[src/rtl/leaf_arb_pkg.sv]
// Shared types and sizing helpers for the leaf-value ROM arbiter.
// Optional stats counters are enabled by defining LEAF_ARB_STATS_EN.
package leaf_arb_pkg;

  localparam int STAT_W = 16;

  typedef logic [2:0] req_id_t;

  function automatic int id_w(input int n);
    return (n <= 1) ? 1 : $clog2(n);
  endfunction

  function automatic int cnt_w(input int depth);
    return $clog2(depth) + 1;
  endfunction

endpackage

[src/rtl/dti.sv]
// Valid/ready data-transfer interface used for the ROM read port.
// Producer drives valid/data, consumer drives ready.
interface dti #(
  parameter int W = 16
);
  logic         valid;
  logic         ready;
  logic [W-1:0] data;

  modport producer (output valid, output data, input ready);
  modport consumer (input valid, input data, output ready);
endinterface

[src/rtl/leaf_arb_id_fifo.sv]
// In-flight requester-ID FIFO; head is the requester owed the next ROM word.
// Depth must be a power of two so the pointers wrap naturally.
module leaf_arb_id_fifo
  import leaf_arb_pkg::*;
#(
  parameter int DEPTH = 4
) (
  input  logic    clk,
  input  logic    rst,
  input  logic    i_push,
  input  logic    i_pop,
  input  req_id_t i_din,
  output req_id_t o_head,
  output logic    o_full,
  output logic    o_empty
);

  localparam int PW = $clog2(DEPTH);
  localparam int CW = cnt_w(DEPTH);

  req_id_t        r_mem [DEPTH];
  logic [PW-1:0]  r_wptr;
  logic [PW-1:0]  r_rptr;
  logic [CW-1:0]  r_count;

  always_ff @(posedge clk) begin
    if (i_push) begin
      r_mem[r_wptr] <= i_din;
    end
  end

  always_ff @(posedge clk) begin
    if (rst) begin
      r_wptr  <= '0;
      r_rptr  <= '0;
      r_count <= '0;
    end else begin
      if (i_push) r_wptr <= r_wptr + PW'(1);
      if (i_pop)  r_rptr <= r_rptr + PW'(1);
      unique case ({i_push, i_pop})
        2'b10:   r_count <= r_count + CW'(1);
        2'b01:   r_count <= r_count - CW'(1);
        default: r_count <= r_count;
      endcase
    end
  end

  assign o_head  = r_mem[r_rptr];
  assign o_full  = (r_count == CW'(DEPTH));
  assign o_empty = (r_count == '0);

endmodule

[src/rtl/leaf_rom_arbiter.sv]
// Round-robin share of one leaf-value ROM read port among N_REQ requesters.
// Define LEAF_ARB_STATS_EN to add grant_cnt/stall_cnt saturating counters.
module leaf_rom_arbiter
  import leaf_arb_pkg::*;
#(
  parameter int N_REQ     = 2,
  parameter int W_ADDR    = 16,
  parameter int W_DATA    = 16,
  parameter int MAX_OUTST = 4
) (
  input  logic                    clk,
  input  logic                    rst,
  input  logic [N_REQ-1:0]        req_valid,
  output logic [N_REQ-1:0]        req_ready,
  input  logic [N_REQ*W_ADDR-1:0] req_addr,
  output logic [N_REQ-1:0]        rsp_valid,
  input  logic [N_REQ-1:0]        rsp_ready,
  output logic [W_DATA-1:0]       rsp_data,
  dti.producer                    rom_addr_if,
  dti.consumer                    rom_data_if
`ifdef LEAF_ARB_STATS_EN
  ,
  output logic [N_REQ*STAT_W-1:0] grant_cnt,
  output logic [STAT_W-1:0]       stall_cnt
`endif
);

  localparam logic [N_REQ-1:0] ONE = 1;

  req_id_t r_rr_ptr;
  req_id_t w_grant;
  req_id_t w_head;
  logic    w_any;
  logic    w_eligible;
  logic    w_push;
  logic    w_pop;
  logic    w_full;
  logic    w_empty;
  logic    w_head_rdy;

  function automatic req_id_t rr_pick(
    input logic [N_REQ-1:0] v,
    input req_id_t          ptr
  );
    req_id_t          g;
    logic             found;
    logic [N_REQ-1:0] sh;
    int               j;
    g     = '0;
    found = 1'b0;
    for (int k = 0; k < N_REQ; k++) begin
      j = int'(ptr) + k;
      if (j >= N_REQ) j = j - N_REQ;
      sh = v >> j;
      if (!found && sh[0]) begin
        g     = req_id_t'(j);
        found = 1'b1;
      end
    end
    return g;
  endfunction

  assign w_grant    = rr_pick(req_valid, r_rr_ptr);
  assign w_any      = |req_valid;
  // Full gating uses the registered count only, never a same-cycle pop.
  assign w_eligible = w_any && !w_full && !rst;
  assign w_push     = w_eligible && rom_addr_if.ready;

  assign rom_addr_if.valid = w_eligible;
  assign rom_addr_if.data  = req_addr[int'(w_grant)*W_ADDR +: W_ADDR];
  assign req_ready = w_push ? (ONE << w_grant) : '0;

  always_ff @(posedge clk) begin
    if (rst) begin
      r_rr_ptr <= '0;
    end else if (w_push) begin
      r_rr_ptr <= (w_grant == req_id_t'(N_REQ - 1)) ? '0 : w_grant + 3'd1;
    end
  end

  leaf_arb_id_fifo #(
    .DEPTH (MAX_OUTST)
  ) u_id_fifo (
    .clk     (clk),
    .rst     (rst),
    .i_push  (w_push),
    .i_pop   (w_pop),
    .i_din   (w_grant),
    .o_head  (w_head),
    .o_full  (w_full),
    .o_empty (w_empty)
  );

  assign w_head_rdy        = |(rsp_ready & (ONE << w_head));
  assign rom_data_if.ready = w_head_rdy && !w_empty && !rst;
  assign w_pop             = rom_data_if.valid && rom_data_if.ready;
  assign rsp_valid = (rom_data_if.valid && !w_empty && !rst) ? (ONE << w_head) : '0;
  assign rsp_data  = rom_data_if.data;

`ifndef SYNTHESIS
  a_no_data_when_empty: assert property (
    @(posedge clk) disable iff (rst) !(rom_data_if.valid && w_empty)
  );
`endif

`ifdef LEAF_ARB_STATS_EN
  logic [STAT_W-1:0] r_gcnt [N_REQ];
  logic [STAT_W-1:0] r_stall;
  logic              w_stall;

  assign w_stall = (w_any && !rom_addr_if.ready) || w_full;

  always_ff @(posedge clk) begin
    if (rst) begin
      for (int i = 0; i < N_REQ; i++) r_gcnt[i] <= '0;
      r_stall <= '0;
    end else begin
      for (int i = 0; i < N_REQ; i++) begin
        if (w_push && w_grant == req_id_t'(i) && r_gcnt[i] != '1)
          r_gcnt[i] <= r_gcnt[i] + STAT_W'(1);
      end
      if (w_stall && r_stall != '1) r_stall <= r_stall + STAT_W'(1);
    end
  end

  for (genvar gi = 0; gi < N_REQ; gi++) begin : g_gcnt
    assign grant_cnt[gi*STAT_W +: STAT_W] = r_gcnt[gi];
  end
  assign stall_cnt = r_stall;
`endif

endmodule

[src/flat_wrapper.sv]
// flat-port wrapper written by rule: the top's interface ports become plain ports
module leaf_rom_arbiter_flat import leaf_arb_pkg::*;
#(
  parameter int N_REQ     = 2,
  parameter int W_ADDR    = 16,
  parameter int W_DATA    = 16,
  parameter int MAX_OUTST = 4
)
  (clk, rst, req_valid, req_ready, req_addr, rsp_valid, rsp_ready, rsp_data, rom_addr_if_valid, rom_addr_if_data, rom_addr_if_ready, rom_data_if_valid, rom_data_if_data, rom_data_if_ready);
  dti #(.W((16))) rom_addr_if_i ();
  dti #(.W((16))) rom_data_if_i ();
  input  logic clk;
  input  logic rst;
  input  logic [N_REQ-1:0] req_valid;
  output logic [N_REQ-1:0] req_ready;
  input  logic [N_REQ*W_ADDR-1:0] req_addr;
  output logic [N_REQ-1:0] rsp_valid;
  input  logic [N_REQ-1:0] rsp_ready;
  output logic [W_DATA-1:0] rsp_data;
  output wire logic [$bits(rom_addr_if_i.valid)-1:0] rom_addr_if_valid;
  output wire logic [$bits(rom_addr_if_i.data)-1:0] rom_addr_if_data;
  input wire logic [$bits(rom_addr_if_i.ready)-1:0] rom_addr_if_ready;
  input wire logic [$bits(rom_data_if_i.valid)-1:0] rom_data_if_valid;
  input wire logic [$bits(rom_data_if_i.data)-1:0] rom_data_if_data;
  output wire logic [$bits(rom_data_if_i.ready)-1:0] rom_data_if_ready;
  assign rom_addr_if_valid = rom_addr_if_i.valid;
  assign rom_addr_if_data = rom_addr_if_i.data;
  assign rom_addr_if_i.ready = rom_addr_if_ready;
  assign rom_data_if_i.valid = rom_data_if_valid;
  assign rom_data_if_i.data = rom_data_if_data;
  assign rom_data_if_ready = rom_data_if_i.ready;
  leaf_rom_arbiter #(.N_REQ(N_REQ), .W_ADDR(W_ADDR), .W_DATA(W_DATA), .MAX_OUTST(MAX_OUTST)) u_core (.clk(clk), .rst(rst), .req_valid(req_valid), .req_ready(req_ready), .req_addr(req_addr), .rsp_valid(rsp_valid), .rsp_ready(rsp_ready), .rsp_data(rsp_data), .rom_addr_if(rom_addr_if_i), .rom_data_if(rom_data_if_i));
endmodule
[config.mk]
export PLATFORM = sky130hd
export DESIGN_NAME = leaf_rom_arbiter_flat
export DESIGN_NICKNAME = d
export VERILOG_FILES = /design/src/rtl/leaf_arb_pkg.sv /design/src/rtl/dti.sv /design/src/rtl/leaf_arb_id_fifo.sv /design/src/rtl/leaf_rom_arbiter.sv /design/src/flat_wrapper.sv
export SDC_FILE = /design/constraint.sdc
export NUM_CORES = 1
export LEC_CHECK = 0
export ABC_CLOCK_PERIOD_IN_PS = 8400
export BUFFER_PORTS_ARGS = -buffer_cell sky130_fd_sc_hd__buf_4
export CAP_MARGIN = 20
export CORE_MARGIN = 2
export CORE_UTILIZATION = 40
export DETAILED_ROUTE_END_ITERATION = 16
export PLACE_DENSITY = 0.74
export SYNTH_ARGS = -nofsm -noshare
export SYNTH_HDL_FRONTEND = slang
export SYNTH_SLANG_ARGS = --single-unit
[constraint.sdc]
create_clock -name clk -period 8.4 [get_ports clk]
set_input_delay 1.68 -clock clk [delete_from_list [all_inputs] [get_ports clk]]
set_output_delay 1.68 -clock clk [all_outputs]
set_load 0.05 [all_outputs]
**Word level (Yosys, flattened, before mapping)**

Memory sizes are Yosys's and may differ from the RTL's. A register that Yosys moved wholly into a read port is not among the register bits.
Index checks and enable logic that the tools add are counted.

- Bits in registers: 10
- Bits in writable memories: 12
- Bits of input ports: 56
- Output and inout bits: 38
- Word-level logic and storage cells: 55
- Memories: 1

- $add $sub $neg: 8
- Magnitude comparators: 2
- Eq/ne operators: 4
- Shift operators: 5
- Multiplexer cells: 13
- Bitwise operators: 1
- Reduce and logical (&&, ||, !) cells: 17

Memories:

| memory | words | bits a word | rd ports | clocked after memory_dff | write ports | RTL line | RTL |
|---|---|---|---|---|---|---|---|
| u_core.u_id_fifo.r_mem | 4 | 3 | 1 | 1 | 1 | leaf_arb_id_fifo.sv:21 | `req_id_t r_mem [DEPTH];` |

Operators with widths:

| cell | count |
|---|---|
| 2-to-1 mux 32 bit | 2 |
| >> shifter 2 x 32 -> 1 bit | 2 |
| greater-or-equal comparator 32 x 3 -> 1 bit, second input constant | 1 |
| indexed part select 32 x 8 -> 16 bit | 1 |
| subtractor 32 x 3 -> 32 bit, second input constant | 1 |
| logical AND 1 bit | 9 |
| 2-to-1 mux 3 bit | 3 |
| 2-to-1 mux 2 bit | 4 |
| adder 3 x 1 -> 3 bit, second input constant | 2 |
| one-hot mux 3 bit (2 select lines) | 1 |
| left shift 1 x 3 -> 2 bit, first input constant | 2 |
| adder 2 x 1 -> 2 bit, second input constant | 2 |
| adder 3 x 1 -> 4 bit, second input constant | 1 |
| zero test 1 bit | 4 |
| OR reduction 2 bit | 2 |
| subtractor 3 x 2 -> 4 bit, second input constant | 1 |
| equality test 3 x 1 -> 1 bit, second input constant | 1 |
| equality test 3 bit, second input constant | 1 |
| greater-or-equal comparator 3 x 2 -> 1 bit, second input constant | 1 |
| zero test 3 bit | 1 |
| 2-to-1 mux 1 bit | 3 |
| subtractor 3 x 1 -> 3 bit, second input constant | 1 |
| AND 2 bit | 1 |
| equality test 2 x 1 -> 1 bit, second input constant | 1 |
| other kinds (2) | 2 |

**Longest topological paths before layout**

- Depth in word-level cells: 9
- Mapped depth: 10
- Mapped depth without buffers: 10

**By module**

A second synthesis with hierarchy kept.

- Cell total of the unflattened synthesis: 179
- Area, all modules: 1701.6 um2

Modules (own cells, without submodules):

| module | instances | cells an instance | area each (um2) | seq. area each (um2) |
|---|---|---|---|---|
| leaf_arb_id_fifo | 1 | 62 | 862.1 | 540.5 |
| leaf_rom_arbiter | 1 | 117 | 839.6 | 60.1 |

**Worst setup path before layout**

Ideal clock, no wire load.

- Kind: input to output
- Start: in req_valid[1]
- End: out req_ready[0]
- Arrival: 3.114 ns
- Data required time: 6.720 ns
- Slack: 3.606 ns
- Cell stages on the path: 5
- Buffers on the path: 1
- Path through: nor2_1 > a2111oi_2 > buf_2 > inv_1 > nor2_1

- Word-level cells in the longest chain between the ends: 7
- Elaborated cells on any way between the ends: 13
- Those cells by class: shift: 3; mux: 4; reduce/logical: 6

RTL lines:

| element | RTL line | RTL |
|---|---|---|
| start: declaration | flat_wrapper.sv:14 | `input logic [N_REQ-1:0] req_valid;` |
| >> shifter 2 x 32 -> 1 bit | leaf_rom_arbiter.sv:54 | `sh = v >> j;` |
| 2-to-1 mux 1 bit | leaf_rom_arbiter.sv:55 | `if (!found && sh[0]) begin` |
| zero test 1 bit | leaf_rom_arbiter.sv:55 |  |
| logical AND 1 bit | leaf_rom_arbiter.sv:55 |  |
| 2-to-1 mux 3 bit | leaf_rom_arbiter.sv:55 |  |
| left shift 1 x 3 -> 2 bit | leaf_rom_arbiter.sv:71 | `assign req_ready = w_push ? (ONE << w_grant) : '0;` |
| 2-to-1 mux 2 bit (*) | leaf_rom_arbiter.sv:71 |  |
| end: declaration | flat_wrapper.sv:15 | `output logic [N_REQ-1:0] req_ready;` |

Every way passes the cells marked *; elsewhere a longest branch is shown, timed or not.

**Worst setup path in the final report**

- Start: reg u_core.r_rr_ptr[0]
- End: out rom_addr_if_data[11]

- Word-level cells in the longest chain between the ends: 8
- Elaborated cells on any way between the ends: 15
- Those cells by class: add/sub: 3; order compare: 2; shift: 3; mux: 5; reduce/logical: 2

RTL lines:

| element | RTL line | RTL |
|---|---|---|
| start: declaration | leaf_rom_arbiter.sv:30 | `req_id_t r_rr_ptr;` |
| start signal: assignment | leaf_rom_arbiter.sv:77 | `r_rr_ptr <= (w_grant == req_id_t'(N_REQ - 1)) ? '0 : w_grant + 3'd1;` |
| parallel branches: the longest is 6 deep, another holds subtractor 32 x 3 -> 32 bit | -- |  |
| 2-to-1 mux 3 bit (*) | leaf_rom_arbiter.sv:55 |  |
| indexed part select 32 x 8 -> 16 bit (*) | leaf_rom_arbiter.sv:70 | `assign rom_addr_if.data = req_addr[int'(w_grant)*W_ADDR +: W_ADDR];` |
| end: declaration | flat_wrapper.sv:21 | `output wire logic [$bits(rom_addr_if_i.data)-1:0] rom_addr_if_data;` |

Every way passes the cells marked *.

==> results.sh <==
export IMPL_status="finished clean"
export IMPL_cp_start_kind="register"
export IMPL_wire_per_inst_um=11.61
export IMPL_ios=94
export IMPL_die_h_um=67.94
export IMPL_cp_startpoint="u_core.r_rr_ptr[0]"
export IMPL_core_rowCount=23
export IMPL_pwr_share_comb_pct=28.8
export IMPL_clkTransAtPathRegs_ns=0.08
export IMPL_finalSetupViolCount=0
export IMPL_leakage_nw=0.9439
export IMPL_crit_type="reg2out"
export IMPL_synth_most_common_cell="nor2_1"
export IMPL_dr_pass1_iters=4
export IMPL_cpMostUsedCell="ha_1"
export IMPL_clock_latency_ns=0.27
export IMPL_reg2reg_to="u_core.r_rr_ptr[0]"
export IMPL_synth_edf_count=12
export IMPL_wl_met3_um=153
export IMPL_clock_path_buffers=2
export IMPL_holdWs_ns=0.4825
export IMPL_slowest_stage="and4bb_4"
export IMPL_synth_area_sq_um=1635
export IMPL_reg2reg_slack_ns=5.82
export IMPL_wl_met1_mm=1.210
export IMPL_globalRoute_totalOverflow=0
export IMPL_maxCapViolations=0
export IMPL_gp_congestion=0.7344
export IMPL_vdd_drop_max_uv=87.11
export IMPL_dr_first_iter_drc_count=30
export IMPL_num_vias=1167
export IMPL_critPathBufInv=2
export IMPL_cpPeakStageDelay_ns=0.61
export IMPL_drv_slew=0
export IMPL_crit_end="rom_addr_if_data[11]"
export IMPL_viasPerCell=4.687
export IMPL_ys_seq_elements=24
export IMPL_clkPwrFrac_pct=31.0
export IMPL_period_needed_ns=4.799
export IMPL_p_int_mw=0.2302
export IMPL_synth_top_cell_by_area="edfxtp_1"
export IMPL_seq_power_share_pct=40.2
export IMPL_cts_root_buf="clkbuf_8"
export IMPL_ys_async_sr_fraction_pct=0
export IMPL_syn_avg_cell_area_sq_um=11.20
export IMPL_start_util_pct=41.18
export IMPL_cts_resized=0
export IMPL_fin_crit_sh_pct=57.13
export IMPL_cts_hold_buf=0
export IMPL_n_fill_cell=358
export IMPL_yosys_warnings=0
export IMPL_grt_max_degree=24
export IMPL_tns_ns=0
export IMPL_synthTopCellsByCount="17 x nor2_1, 16 x buf_4, 16 x mux2_4"
export IMPL_sw_frac_of_total_pct=27.72
export IMPL_syn_inst=146
export IMPL_nets=269
export IMPL_cts_buffers=3
export IMPL_drive_gt1_share_pct=44.72
export IMPL_synth_area_leaders="edfxtp_1 22%, dfxtp_1 15%, mux2_4 15%"
export IMPL_crit_family="simple AND/OR/NAND/NOR gates"
export IMPL_crit_arrival_ns=3.12
export IMPL_grt_usage_pct=14.09
export IMPL_synth_seq_area_share_pct=36.73
export IMPL_rsz0062_at_grt="false"
export IMPL_max_freq_mhz=208.4
export IMPL_antenna_left=0
export IMPL_grt_pass1_wl_mm=4.885
export IMPL_highest_layer="met4"
export IMPL_r2r_cells=8
export IMPL_cts_tree="done"
export IMPL_finalHoldViolations=0
export IMPL_htreeDepth=1
export IMPL_fin_skew_ns=0.003759
export IMPL_io_buffers=61
export IMPL_synth_cell_type_count=37
export IMPL_cp_max_fo=23
export IMPL_path_cells="inv_1 -> ha_1 -> ha_1 -> ha_1 -> nor4bb_1 -> a311oi_1 -> and4bb_4 -> mux2_4 -> buf_4"
export IMPL_die_width_um=67.94
export IMPL_cp_depth=9
export IMPL_syn_to_final_growth_pct=29.00
export IMPL_n_antenna_cell=0
export IMPL_yosys_most_used_dff="edfxtp_1"
export IMPL_net_switching_power_mw=0.08830
export IMPL_drcViolationCount=0
export IMPL_postCtsSetupRepairBufs=0
export IMPL_cp_end_kind="output port"
export IMPL_hold_class="reg2reg"
export IMPL_timing_rr_start="u_core.r_rr_ptr[0]"
export IMPL_wl_met2_mm=1.460
export IMPL_core_area_sq_um=3971
export IMPL_drt_total_wl_mm=2.892
export IMPL_cts_sinks=24
export IMPL_hpwlAfterDp_mm=2.312
export IMPL_dieArea_sq_um=4616
export IMPL_grt_pass1_vias=1136
export IMPL_synth_top_area_share_pct=22.04
export IMPL_crit_required_ns=6.72
export IMPL_antenna_found_initial=0
export IMPL_p_per_area_nw_per_um2=151.0
[state kept, by name, summed over array words and instances (netlist names), named ones only]
name and flops:
u_core.u_id_fifo.r_rptr 2, u_core.u_id_fifo.r_wptr 2, u_core.u_id_fifo.r_mem 12, u_core.u_id_fifo.r_count 3
u_core.r_rr_ptr 3
[cell families (layout without fill, tap and decap cells)]
kind of cell | count (synthesis) | count (layout) | share of synthesized area, %
flops | 24 | 24 | 36.73
xor+xnor | 4 | 4 | 2.143
buf+inv | 32 | 78 | 12.01
fa+ha+maj | 13 | 13 | 10.41
simple gates | 39 | 39 | 13.16
mux | 22 | 22 | 19.97
compound gates | 11 | 11 | 5.355
other cells | 1 | 8 | 0.2293
[layout by cell type (no fill, tap or decap), drive strengths merged, types with 2 or more instances in the layout]
cell | synthesis | routed
inv | 12 | 12
a21oi | 3 | 3
ha | 12 | 12
nand2 | 2 | 2
o31ai | 2 | 2
nor3 | 3 | 3
mux2 | 17 | 17
xor2 | 2 | 2
nand2b | 3 | 3
mux4 | 2 | 2
a211oi | 2 | 2
edfxtp | 12 | 12
xnor2 | 2 | 2
mux2i | 3 | 3
dfxtp | 12 | 12
nor2 | 17 | 17
conb | 1 | 8
clkbuf | 1 | 3
nand3 | 2 | 2
buf | 19 | 62
and2 | 5 | 5
[worst reg2reg max path: stages, from the launching register on]
cell and delay (ns):
dfxtp_1 0.48, inv_1 0.08, ha_1 0.33, ha_1 0.19, ha_1 0.26, nor4bb_1 0.27, a311oi_1 0.10, and4bb_4 0.61
a211oi_1 0.13
[routing by layer]
metal | vias up | track usage (%)
met5 | - | 0
met4 | 0 | 7.250
met3 | 6 | 2.961
met2 | 39 | 23.79
met1 | 535 | 16.80
li1 | 587 | -
[how the worst min path moves through the flow]
| stage | slack [ns] | endpoint | depth (start not counted) | startpoint |
|---|---|---|---|---|
| 2_1_floorplan | 0.43 | register | 1 | u_core.u_id_fifo.r_rptr[1] |
| 3_5_place_dp | 0.47 | register | 1 | u_core.u_id_fifo.r_rptr[1] |
| 3_3_place_gp | 0.44 | u_core.u_id_fifo.r_rptr[1] | 1 | u_core.u_id_fifo.r_rptr[1] |
| 6_report | 0.48 | register | 1 | u_core.u_id_fifo.r_rptr[1] |
| 4_1_cts | 0.48 | register | 1 | u_core.u_id_fifo.r_rptr[1] |
| 5_1_grt | 0.53 | u_core.u_id_fifo.r_rptr[1] | 1 | u_core.u_id_fifo.r_rptr[1] |
[layout make-up]
cell class | count | area, sq um | share of cell area, %
Clock buffer | 3 | 41.29 | 1.957
Timing Repair Buffer | 62 | 465.4 | 22.06
Clock inverter | 1 | 30.03 | 1.423
Inverter | 12 | 45.04 | 2.135
Multi-Input combinational cell | 97 | 864.6 | 40.98
Sequential cell | 24 | 600.6 | 28.47
Tap cell | 50 | 62.56 | 2.966
[power groups by stage]
stage / combinational [mW] / sequential (mW) / clock [mW]
global route: 0.0981 / 0.128 / 0.106
finish: 0.0918 / 0.128 / 0.0988
floorplan: 0.0841 / 0.130 / 0
global placement: 0.0911 / 0.131 / 0
CTS: 0.0924 / 0.128 / 0.102
detailed placement: 0.0923 / 0.131 / 0
[through the flow]
stage | instances | setup WS, ns | instance area (sq um) | power [mW] | util (%)
6_report | 249 | 3.601 | 2110 | 0.3185 | 53.12
3_5_place_dp | 245 | 3.653 | 2038 | 0.2229 | 51.32
4_1_cts | 249 | 3.585 | 2110 | 0.3229 | 53.12
2_1_floorplan | 153 | 3.606 | 1662 | 0.2142 | -
5_1_grt | 249 | 3.421 | 2110 | 0.3324 | 53.12
3_3_place_gp | 245 | 3.669 | 2038 | 0.2218 | 51.32
Power figures use the tool's default switching activity.
